--- config.mk ---
export PLATFORM = sky130hd
export DESIGN_NAME = apb_master_fsm_gen
export DESIGN_NICKNAME = d
export VERILOG_FILES = /design/src/rtl/apb_bridge_pkg.sv /design/src/rtl/apb_timeout_cnt.sv /design/src/rtl/apb_master_fsm_gen.sv
export SDC_FILE = /design/constraint.sdc
export NUM_CORES = 1
export LEC_CHECK = 0
export BUFFER_PORTS_ARGS = -buffer_cell sky130_fd_sc_hd__buf_2
export CORE_MARGIN = 2
export CORE_UTILIZATION = 45
export DETAILED_ROUTE_END_ITERATION = 12
export GPL_TIMING_DRIVEN = 0
export PLACE_DENSITY = 0.78
export SLEW_MARGIN = 30
export SYNTH_ARGS = -nofsm -noshare
export SYNTH_HDL_FRONTEND = slang
export SYNTH_HIERARCHICAL = 1
export SYNTH_SLANG_ARGS = --single-unit
--- constraint.sdc ---
create_clock -name Hclk -period 4.6 [get_ports Hclk]
set_clock_uncertainty 0.05 [all_clocks]
set_input_delay 0.69 -clock Hclk [delete_from_list [all_inputs] [get_ports Hclk]]
set_output_delay 0.69 -clock Hclk [all_outputs]
set_load 0.02 [all_outputs]
--- src/rtl/apb_bridge_pkg.sv ---
// Shared types and defaults for the AHB-to-APB bridge.
// Holds the master FSM state encoding, HRESP codes and default bus widths.
package apb_bridge_pkg;

  typedef enum logic [2:0] {
    ST_IDLE   = 3'd0,
    ST_WWAIT  = 3'd1,
    ST_SETUP  = 3'd2,
    ST_ACCESS = 3'd3,
    ST_ERR1   = 3'd4,
    ST_ERR2   = 3'd5
  } apb_state_e;

  localparam logic HRESP_OKAY  = 1'b0;
  localparam logic HRESP_ERROR = 1'b1;

  localparam int APB_ADDR_W_DEF      = 32;
  localparam int APB_DATA_W_DEF      = 32;
  localparam int APB_NUM_SLV_DEF     = 3;
  localparam int APB_TIMEOUT_CYC_DEF = 16;

endpackage

--- src/rtl/apb_timeout_cnt.sv ---
// ACCESS-phase wait counter; expired is high once TIMEOUT_CYC-1 stalled cycles are counted.
// Latency: expired follows the registered count combinationally.
// Backpressure: none; clr restarts the count, inc advances it and it saturates at the limit.
module apb_timeout_cnt #(
  parameter int TIMEOUT_CYC = 16
) (
  input  logic Hclk,
  input  logic Hresetn,
  input  logic clr,
  input  logic inc,
  output logic expired
);

  localparam int CNT_W = (TIMEOUT_CYC > 2) ? $clog2(TIMEOUT_CYC) : 1;

  logic [CNT_W-1:0] cnt;

  assign expired = (cnt == CNT_W'(TIMEOUT_CYC - 1));

  always_ff @(posedge Hclk or negedge Hresetn) begin
    if (!Hresetn) begin
      cnt <= '0;
    end else if (clr) begin
      cnt <= '0;
    end else if (inc && !expired) begin
      cnt <= cnt + 1'b1;
    end
  end

endmodule

--- src/rtl/apb_master_fsm_gen.sv ---
// APB3 master sequencer for the AHB bridge; optional ACCESS timeout under APB_TIMEOUT_EN.
// Latency: read 2, write 3 Hreadyout-low cycles plus one per Pready-low cycle; errors add ERR1.
// Backpressure: Hreadyout low while busy; valid only sampled in IDLE/ERR2; Pready stalls ACCESS.
module apb_master_fsm_gen
  import apb_bridge_pkg::*;
#(
  parameter int ADDR_W      = APB_ADDR_W_DEF,
  parameter int DATA_W      = APB_DATA_W_DEF,
  parameter int NUM_SLV     = APB_NUM_SLV_DEF,
  parameter int TIMEOUT_CYC = APB_TIMEOUT_CYC_DEF
) (
  input  logic               Hclk,
  input  logic               Hresetn,
  input  logic               valid,
  input  logic [ADDR_W-1:0]  Haddr,
  input  logic               Hwrite,
  input  logic [DATA_W-1:0]  Hwdata,
  input  logic [NUM_SLV-1:0] tempselx,
  output logic               Hreadyout,
  output logic               Hresp,
  output logic [DATA_W-1:0]  Hrdata,
  output logic [ADDR_W-1:0]  Paddr,
  output logic               Pwrite,
  output logic [DATA_W-1:0]  Pwdata,
  output logic [NUM_SLV-1:0] Pselx,
  output logic               Penable,
  input  logic               Pready,
  input  logic               Pslverr,
  input  logic [DATA_W-1:0]  Prdata
);

  apb_state_e         state;
  logic [NUM_SLV-1:0] sel_q;
  logic               tmo_expired;

`ifdef APB_TIMEOUT_EN
  apb_timeout_cnt #(
    .TIMEOUT_CYC (TIMEOUT_CYC)
  ) u_timeout_cnt (
    .Hclk    (Hclk),
    .Hresetn (Hresetn),
    .clr     (state == ST_SETUP),
    .inc     ((state == ST_ACCESS) && !Pready),
    .expired (tmo_expired)
  );
`else
  logic unused_timeout_cfg;
  assign unused_timeout_cfg = ^TIMEOUT_CYC;
  assign tmo_expired = 1'b0;
`endif

  always_ff @(posedge Hclk or negedge Hresetn) begin
    if (!Hresetn) begin
      state     <= ST_IDLE;
      Hreadyout <= 1'b1;
      Hresp     <= HRESP_OKAY;
      Hrdata    <= '0;
      Paddr     <= '0;
      Pwrite    <= 1'b0;
      Pwdata    <= '0;
      Pselx     <= '0;
      Penable   <= 1'b0;
      sel_q     <= '0;
    end else begin
      case (state)
        ST_IDLE, ST_ERR2: begin
          if (valid) begin
            Paddr     <= Haddr;
            Pwrite    <= Hwrite;
            sel_q     <= tempselx;
            Hreadyout <= 1'b0;
            if (tempselx == '0) begin
              // Address decoded to no slave: answer with ERROR, no APB cycle
              state <= ST_ERR1;
              Hresp <= HRESP_ERROR;
            end else begin
              Hresp <= HRESP_OKAY;
              if (Hwrite) begin
                state <= ST_WWAIT;
              end else begin
                state <= ST_SETUP;
                Pselx <= tempselx;
              end
            end
          end else begin
            state     <= ST_IDLE;
            Hreadyout <= 1'b1;
            Hresp     <= HRESP_OKAY;
          end
        end
        ST_WWAIT: begin
          Pwdata <= Hwdata;
          Pselx  <= sel_q;
          state  <= ST_SETUP;
        end
        ST_SETUP: begin
          Penable <= 1'b1;
          state   <= ST_ACCESS;
        end
        ST_ACCESS: begin
          if (Pready) begin
            Pselx   <= '0;
            Penable <= 1'b0;
            if (Pslverr) begin
              state <= ST_ERR1;
              Hresp <= HRESP_ERROR;
            end else begin
              state     <= ST_IDLE;
              Hreadyout <= 1'b1;
              if (!Pwrite) Hrdata <= Prdata;
            end
          end else if (tmo_expired) begin
            Pselx   <= '0;
            Penable <= 1'b0;
            state   <= ST_ERR1;
            Hresp   <= HRESP_ERROR;
          end
        end
        ST_ERR1: begin
          state     <= ST_ERR2;
          Hreadyout <= 1'b1;
          Hresp     <= HRESP_ERROR;
        end
        default: begin
          state     <= ST_IDLE;
          Hreadyout <= 1'b1;
          Hresp     <= HRESP_OKAY;
          Pselx     <= '0;
          Penable   <= 1'b0;
        end
      endcase
    end
  end

endmodule

After elaboration in Yosys (flattened, before gate mapping)
Cells that the tools add are included.
{"block": "word_totals", "output_inout_bits": 103, "input_bits": 105, "rom_bits": 0, "reg_bits": 109, "wordCells": 60, "latchBits": 0, "memories": 0, "mem_bits_rw": 0}
{"block": "classes", "multipliers": 0, "n_eq_ne": 11, "muxes": 22, "reduce_logical": 12, "order_cmp": 0, "bitwise_logic": 5, "n_div": 0, "n_addsub": 0, "n_shift": 0}
{"cell": "$mux 3", "n": 8}
{"cell": "$pmux 3 s5", "n": 1}
{"cell": "$ne 2x2->1 const B", "n": 6}
{"cell": "$pmux 3 s4", "n": 1}
{"cell": "$mux 1", "n": 8}
{"cell": "$eq 3x2->1 const B", "n": 2}
{"cell": "$eq 3x3->1 const B", "n": 2}
{"cell": "$logic_not 3->1", "n": 2}
{"cell": "$pmux 1 s3", "n": 2}
{"cell": "$reduce_and 3->1", "n": 2}
{"cell": "$reduce_or 2->1", "n": 3}
{"cell": "$not 1->1", "n": 5}
{"cell": "$reduce_and 5->1", "n": 1}
{"cell": "$pmux 1 s4", "n": 1}
{"cell": "$reduce_and 2->1", "n": 2}
{"cell": "$reduce_and 4->1", "n": 1}
{"cell": "$reduce_or 4->1", "n": 1}
{"cell": "$eq 3x1->1 const B", "n": 1}
{"cell": "$mux 2", "n": 1}

Logic depth before layout (Yosys ltp)
Gate-level depths: netlist (run 1).
{"block": "depth", "depth_word": 4, "mapped_depth": 6, "mapped_depth_nobuf": 4}

Worst setup path before layout (run 1)
OpenSTA, ideal clock, no wires.
{"block": "synth_path", "path_kind": "in2reg", "from": "in tempselx[0]", "to": "reg Pselx[1]", "setup_ns": 0.128, "path_slack_ns": 2.829, "cell_stages": 4, "t_required_ns": 4.422, "n_path_buf": 0, "arrival_ns": 1.593, "cell_sequence": "or3_1 -> nand3b_1 -> a21boi_2 -> mux2_1"}
{"block": "synth_via", "elab_chain_cells": 3}
{"item": "start: declaration", "line": "apb_master_fsm_gen.sv:18", "rtl": "input logic [NUM_SLV-1:0] tempselx,"}
{"item": "$logic_not 3->1", "line": "apb_master_fsm_gen.sv:72", "rtl": "if (tempselx == '0) begin"}
{"item": "$ne 2x2->1 (no source line)"}
{"item": "$reduce_and 5->1 (no source line)"}
{"item": "end signal: assignment", "line": "apb_master_fsm_gen.sv:82", "rtl": "Pselx <= tempselx;"}
{"item": "end signal: assignment", "line": "apb_master_fsm_gen.sv:93", "rtl": "Pselx <= sel_q;"}
{"item": "end: declaration", "line": "apb_master_fsm_gen.sv:25", "rtl": "output logic [NUM_SLV-1:0] Pselx,"}
Every way passes these cells.
A chain may end at the register's enable or synchronous reset.

Final worst setup path (run 1)
{"block": "layout_path", "from": "reg Hreadyout", "to": "out Hreadyout"}
{"item": "start: declaration", "line": "apb_master_fsm_gen.sv:19", "rtl": "output logic Hreadyout,"}
{"item": "start signal: assignment", "line": "apb_master_fsm_gen.sv:55", "rtl": "Hreadyout <= 1'b1;"}
{"item": "start signal: assignment", "line": "apb_master_fsm_gen.sv:71", "rtl": "Hreadyout <= 1'b0;"}
{"item": "start signal: assignment", "line": "apb_master_fsm_gen.sv:87", "rtl": "Hreadyout <= 1'b1;"}
No word-level cell between the ends.

==> summary.md, run 1 <==
| Metric | Value |
|---|---|
| Fraction of final layout cells sized beyond drive strength 1 | `between 60 and 70%` |
| Fin. max-slew vios | `0` |
| Sum of routed wire length over all layers | `approximately 9000 um` |
| Dominant synthesized flop cell | `sky130_fd_sc_hd__dfrtp_1` |
| Ratio of routed vias to standard cells | `between 4 and 5` |
| Clock Sink Count | `109` |
| Share of async-settable or async-resettable flops after synthesis | `100.0%` |
| Achievable frequency | `0.5502 GHz` |
| Residual DRC count | `0` |
| Outcome | `finished clean` |
| TritonCTS clock tree | `built` |
| Count of TritonRoute iterations in the first routing pass | `4` |
| Path type of the worst setup path | `reg -> out` |
| Synth warnings | `6` |
| Average instance area after synthesis | `15.75 sq um` |
| Proportion of netlist area held by the largest area contributor | `between 60% and 70%` |
| Summed instance area of the synthesized netlist | `4268 sq um` |
| Leading post-synthesis cells by cell area | `sky130_fd_sc_hd__dfrtp_1, sky130_fd_sc_hd__mux2_2, sky130_fd_sc_hd__mux2_1, sky130_fd_sc_hd__buf_4, sky130_fd_sc_hd__buf_2` |
| Gate count after technology mapping | `271` |
| Largest fanout on the critical path | `2` |
| Maximum cell stage delay along the critical path | `roughly 0.55 ns` |
| Startpoint kind of the worst setup timing path | `flip-flop` |
| Setup repair after global routing missed its margin | `false` |
| Count of buffers from port buffering | `~210` |
| Hold WC Path Type | `in -> async` |
| Placed Instance Area | `5499 sq um` |
| Ratio of final minimum period to clock period | `39.51%` |
| Count of boundary I/O pins | `208` |
| Number of library cell types mapped by synthesis | `29` |
| Final Cell Area | `5689 sq um` |
| Clock-pin slew of the registers on the worst-case setup and hold paths | `between 0.1 and 0.15 ns` |
| Fraction of the yosys area taken by sequential cells | `a little under two thirds` |
| Number of diodes added for antenna fixing | `0` |
| Power Total | `between 4 and 5 mW` |
| Area growth, synth to finish | `33.30%` |
| Die outline height | `between 100 and 150 um` |
| Number of placement rows | `35` |
| Global router's overall resource usage | `17.36%` |
| Width of the chip | `101.4 um` |
| Syn nets | `between 300 and 400` |
| Final cell utilization of the core | `about three fifths` |
| Largest area contributor in the netlist | `sky130_fd_sc_hd__dfrtp_1` |
| Starting utilization of the core area | `46.19%` |
| Vias after detailed routing | `slightly below 3000` |
| Worst-margin pin slew | `0.4493 ns` |
| First-pass GRT wire length | `~14000 um` |
| Critical path's top delay family | `flip-flops` |
| MaxCap Viol Count | `0` |
| Clock Root Buffer | `sky130_fd_sc_hd__clkbuf_8` |
| Placed wire-length estimate after detailed placement | `6994 um` |
| Grt ovf | `0` |
| Post-CTS Setup Bufs | `0` |
| Number of clock buffers inserted by TritonCTS | `9` |
| Power per cell area | `755.5 nW/um^2` |
| Series of cell instances along the critical path | `buf_2` |
| Leakage power | `2.855 nW` |
| Element type at the critical path end | `output pin` |
| Iteration-0 DRC Markers | `46` |
| EDFF count, synth | `0` |
| Maximum root-to-sink buffer count | `2` |
| Final setup violation count | `0` |
| Tmin final | `about 1.8 ns` |
| Number of storage elements in the synthesis netlist | `between 100 and 150` |
| Setup slack of the most critical reg-to-reg path | `2.79 ns` |
| Setup TNS | `0 ns` |
| Relative slew margins | `70.05%` |
| Crit path max-delay cell type | `sky130_fd_sc_hd__dfstp_2` |
| H-Tree Depth | `3` |
| Core ar. | `9240 sq um` |
| Largest net degree at the start of global routing | `62` |
| CTS-repair resized insts | `0` |
| Number of global-route vias before repair | `2988` |
| Final hold vios | `0` |
| Critical path data arrival time | `1.08 ns` |
| Worst voltage drop across the vdd grid | `400.7 uV` |
| Average wire per standard cell | `14.43 um` |
| Worst EP required | `approximately 3.9 ns` |
| Last weighted congestion value of the routability-driven placer | `between 0.7 and 0.8` |
| Hold bufs inserted after CTS | `0` |
| Later-pin clock latency in the skew report | `0.36 ns` |
| Net count of the finished layout | `~600` |
| Number of buffer and inverter instances along the worst setup path | `1` |
| Initial antenna violation count | `0` |
| Number of nets with antenna violations after detailed routing | `0` |
| Die Footprint | `about 10000 sq um` |
sequential cells by signal, summed over array words and instances, names as in the netlist, 3 cells and up:
register and cells:
Hrdata 32, Paddr 32, Pwdata 32, Pselx 3, sel_q 3, state 3
kinds of logic (layout without fill, tap and decap cells):
group	count (synthesis)	count (layout)	synth area share, %
flops	109	109	63.94
mux	106	106	27.94
simple gates	24	24	3.020
buf+inv	19	243	2.668
compound gates	12	12	2.228
xor+xnor	1	1	0.2053
routing by layer:
layer / track usage [%] / wire length (um) / part of all wire, %
met5: 0 / 0 / 0
met4: 5.613 / 180 / 2.0
met3: 4.831 / 597 / 6.6
met2: 30.87 / 4670 / 52
met1: 20.34 / 3553 / 39
cell type report:
type / count / area [sq um]
plain buffers: 14 / 95.09
clock buffers: 10 / 137.6
clock inverters: 6 / 52.55
fillers: 763 / 3551
inverters: 5 / 18.77
multi-input cells: 143 / 1425
flip-flops and latches: 109 / 2729
well taps: 129 / 161.4
repair buffers: 208 / 1070
worst paths after layout:
| path | end | depth (start not counted) | start |
|---|---|---|---|
| max in group asynchronous | Hreadyout$_DFFE_PN1P_ | 2 | Hresetn |
| hold / removal | Hrdata[19]$_DFFE_PN0P_ | 1 | Hresetn |
| min in group Hclk | Paddr[7]$_DFFE_PN0P_ | 1 | Paddr[7]$_DFFE_PN0P_ |
| setup / recovery | Hreadyout | 1 | Hreadyout$_DFFE_PN1P_ |
| hold reg to reg | Paddr[7]$_DFFE_PN0P_ | 1 | Paddr[7]$_DFFE_PN0P_ |
| setup reg to reg | Paddr[13]$_DFFE_PN0P_ | 5 | state[0]$_DFFE_PN0N_ |
cell usage in the layout, fill, tap and decap left out, drive strengths merged:
cell type  instances
nor3               2
clkinv             2
a22o               1
nand3              1
a221o              1
inv                8
or3                1
o22ai              1
a21boi             1
dfrtp            108
nand3b             2
clkbuf            11
a22oi              2
nor2b              2
mux2             105
nor3b              2
buf              221
mux2i              1
clkinvlp           1
o221a              1
xor2               1
a21oi              3
and2               1
nor2               8
nand2              5
o2bb2ai            1
dfstp              1
a2111oi            1
power by group:
part | internal (mW) | leakage [nW] | switching (mW)
clock | 0.222 | 0.0967 | 0.333
combinational | 0.923 | 1.45 | 1.16
sequential | 1.44 | 1.30 | 0.222
total | 2.59 | 2.86 | 1.71
cells in the mapped netlist (all sizes together), types with 2 or more instances:
cell type    n
inv          5
buf         13
nor3b        2
mux2       105
a21oi        3
nor2b        2
dfrtp      108
nor2         8
nor3         2
nand2        5
nand3b       2
a22oi        2
metrics by stage:
stage	cells	setup WS, ns	hold WS [ns]
after floorplan	271	2.829	0.3444
after global placement	607	1.656	0.4141
after global routing	624	2.705	0.2087
after CTS	624	2.761	0.1961
after detailed placement	608	2.615	0.4195
final	624	2.783	0.1881
Power figures use the tool's default switching activity.
==> run 2: changes to the inputs <==
--- a/config.mk
+++ b/config.mk
@@ -7,10 +7,10 @@
 export LEC_CHECK = 0
 export BUFFER_PORTS_ARGS = -buffer_cell sky130_fd_sc_hd__buf_2
 export CORE_MARGIN = 2
-export CORE_UTILIZATION = 45
+export CORE_UTILIZATION = 41
 export DETAILED_ROUTE_END_ITERATION = 12
 export GPL_TIMING_DRIVEN = 0
-export PLACE_DENSITY = 0.78
+export PLACE_DENSITY = 0.75
 export SLEW_MARGIN = 30
 export SYNTH_ARGS = -nofsm -noshare
 export SYNTH_HDL_FRONTEND = slang
==> constraint.sdc (replaced) <==
create_clock -name Hclk -period 1.6 [get_ports Hclk]
set_clock_uncertainty 0.05 [all_clocks]
set_input_delay 0.24 -clock Hclk [delete_from_list [all_inputs] [get_ports Hclk]]
set_output_delay 0.24 -clock Hclk [all_outputs]
set_load 0.02 [all_outputs]
==> run 2 against run 1 <==
  * The flow now finishes with violations (negative setup slack)
  * Critical path depth rose by 4
  * Die area grew 9.4%
  * Via count up 5.6%
  * Largest cell class unchanged
  * Largest power group unchanged
  * Highest routed layer unchanged
==> summary.md, run 2 (synthesized netlist as in run 1, its figures left out) <==
| Metric | Value |
|---|---|
| Final-layout fill cell count | `804` |
| Non-filler cells in the finished layout | `649` |
| Iteration-0 DRC Markers | `98` |
| Highest-count cells in the layout ignoring fill and taps | `sky130_fd_sc_hd__buf_2, sky130_fd_sc_hd__dfrtp_1, sky130_fd_sc_hd__mux2_4, sky130_fd_sc_hd__mux2_2, sky130_fd_sc_hd__clkbuf_8` |
| Core ar. | `10230 sq um` |
| TritonCTS clock tree | `built` |
| Combinational share of power | `52.9%` |
| Biggest regs | `Hrdata x32, Paddr x32, Pwdata x32` |
| Vias after detailed routing | `3123` |
| Number of nets with antenna violations after detailed routing | `0` |
| Largest fanout on the critical path | `10` |
| Launch point of the worst reg-to-reg path | `state[0]$_DFFE_PN0N_` |
| Worst reg2reg path depth | `5` |
| Count of TritonRoute iterations in the first routing pass | `4` |
| Fin. max-slew vios | `0` |
| Tmin final | `1.728 ns` |
| Area growth, synth to finish | `48.96%` |
| Start point of the critical path | `state[0]$_DFFE_PN0N_` |
| Largest net degree at the start of global routing | `70` |
| Relative slew margins | `74.57%` |
| Residual DRC count | `0` |
| Clock Sink Count | `109` |
| Power per cell area | `2241 nW/um^2` |
| Width of the chip | `106.0 um` |
| Most common cell after layout, fill and taps aside | `sky130_fd_sc_hd__buf_2` |
| Global router's overall resource usage | `17.58%` |
| Setup TNS | `-4.353 ns` |
| Grt ovf | `0` |
| Hold WC Path Type | `in -> reg` |
| Starting utilization of the core area | `around two fifths` |
| Clock-pin slew of the registers on the worst-case setup and hold paths | `0.10 ns` |
| Setup repair after global routing missed its margin | `true` |
| Achievable frequency | `0.5788 GHz` |
| Internal power | `8.953 mW` |
| Critical path data arrival time | `around 1.9 ns` |
| Sequential cell area in the final layout | `2730 sq um` |
| Fraction of final layout cells sized beyond drive strength 1 | `72.32%` |
| H-Tree Depth | `3` |
| Worst-margin pin slew | `around 0.37 ns` |
| Number of global-route vias before repair | `3235` |
| Worst hold-check slack | `0.04422 ns` |
| Maximum root-to-sink buffer count | `2` |
| Share of total power in sequential cells | `34.4%` |
| Cell count after placement | `615` |
| Final setup violation count | `49` |
| Power Total | `14.25 mW` |
| Global-route layer with the greatest usage | `met2` |
| Setup slack of the most critical reg-to-reg path | `-0.13 ns` |
| Later-pin clock latency in the skew report | `0.36 ns` |
| Number of clock buffers inserted by TritonCTS | `9` |
| MaxCap Viol Count | `0` |
| Sum of routed wire length over all layers | `10300 um` |
| Leakage power | `3.223 nW` |
| Met3 usage | `under 10%` |
| Clock Root Buffer | `sky130_fd_sc_hd__clkbuf_8` |
| Area used by multi-input combinational logic | `1669 sq um` |
| Final hold vios | `0` |
| Average wire per standard cell | `15.88 um` |
| Startpoint kind of the worst setup timing path | `flip-flop` |
| Net count of the finished layout | `614` |
| Ratio of final minimum period to clock period | `108.0%` |
| Met1 track utilization from global routing | `21.10%` |
| Count of buffers from port buffering | `207` |
| P_sw | `5.296 mW` |
| Met2 Usage GRT | `30.41%` |
| Ratio of routed vias to standard cells | `4.812` |
| Outcome | `finished, violations left` |
| Die Footprint | `11240 sq um` |
| Placed wire-length estimate after detailed placement | `7073 um` |
| Violations in the final reports | `negative setup slack` |
| Switching share of total power | `37.17%` |
| Worst voltage drop across the vdd grid | `1154 uV` |
| Worst Slack Setup Final | `-0.1276 ns` |
| Worst hold path startpoint | `Prdata[13]` |
| Number of placement rows | `37` |
| Count of boundary I/O pins | `208` |
| Number of diodes added for antenna fixing | `0` |
| Last weighted congestion value of the routability-driven placer | `between 0.7 and 0.8` |
| Final cell utilization of the core | `between 60 and 70%` |
| Initial antenna violation count | `0` |
| Die outline height | `106.0 um` |
| Path type of the worst setup path | `reg -> reg` |
| Clock network power share | `about an eighth` |
| Worst EP required | `1.80 ns` |
| Reg2reg end | `Pselx[1]$_DFFE_PN0P_` |
| Last element of the critical path | `Pselx[1]$_DFFE_PN0P_` |
| Element type at the critical path end | `flip-flop` |
| First-pass GRT wire length | `15440 um` |
==> run 2: cell types whose count changed in the layout (fill, tap and decap cells not counted), sizes merged <==
| cell | before | now |
|---|---|---|
| clkbuf | 11 | 17 |
| bufinv | 0 | 2 |
| buf | 221 | 234 |
| clkinv | 2 | 1 |
| dlygate4sd3 | 0 | 1 |
| inv | 8 | 5 |
==> run 2: metrics by stage <==
| step | area, sq um | setup slack [ns] |
|---|---|---|
| after floorplan | 4268 | 0.01062 |
| after global placement | 5474 | -0.9320 |
| after detailed placement | 5508 | -0.1994 |
| after CTS | 6020 | -0.1151 |
| after global routing | 6357 | -0.1832 |
| final | 6357 | -0.1276 |
==> run 2: per-layer routing <==
| layer | share of wire (%) | vias up | wire [um] |
|---|---|---|---|
| met5 | 0 | - | 0 |
| met2 | 51 | 120 | 5241 |
| li1 | - | 1426 | - |
| met1 | 41 | 1559 | 4276 |
| met4 | 2.1 | 0 | 221 |
| met3 | 5.5 | 18 | 565 |
==> run 2: worst max-delay path: stages (launching register included) <==
cell and delay, ns:
sky130_fd_sc_hd__dfrtp_1 0.43, sky130_fd_sc_hd__buf_2 0.25, sky130_fd_sc_hd__a21oi_1 0.13, sky130_fd_sc_hd__a21oi_2 0.19, sky130_fd_sc_hd__a21boi_4 0.23, sky130_fd_sc_hd__mux2_1 0.34
==> run 2: worst min path at each step <==
stage / to / slack, ns / depth (start not counted)
detailed placement: Paddr[15]$_DFFE_PN0P_ / 0.13 / 1
global placement: Paddr[2]$_DFFE_PN0P_ / 0.40 / 2
floorplan: Hrdata[0]$_DFFE_PN0P_ / -0.11 / 0
CTS: Paddr[13]$_DFFE_PN0P_ / 0.02 / 2
global route: Hrdata[13]$_DFFE_PN0P_ / 0.02 / 2
finish: Hrdata[13]$_DFFE_PN0P_ / 0.04 / 2
==> run 2: power groups by stage <==
| stage | clock network [mW] | registers [mW] | logic (mW) |
|---|---|---|---|
| finish | 1.81 | 4.90 | 7.54 |
| global route | 1.97 | 5.05 | 7.96 |
| CTS | 1.84 | 4.86 | 6.80 |
| detailed placement | 0 | 4.88 | 6.06 |
| global placement | 0 | 4.78 | 5.92 |
| floorplan | 0 | 6.45 | 2.41 |
==> run 2: cell type report <==
type                            instances  area share, %
Clock inverter                          4          1.142
Tap cell                              136          2.677
Inverter                                5         0.2952
Sequential cell                       109          42.94
Buffer                                 14          2.952
Clock buffer                           11          2.224
Multi-Input combinational cell        143          26.25
Timing Repair Buffer                  227          21.51
==> run 2: timing repair <==
item / CTS / global route
setup buffers: 9 / 1
hold buffers: 1 / 0
gates resized for setup: 48 / 53
gates cloned: 2 / 6
setup endpoints to repair: 98 / 102
endpoints found under the hold margin: 40 / 0
pin swaps: 2 / 4
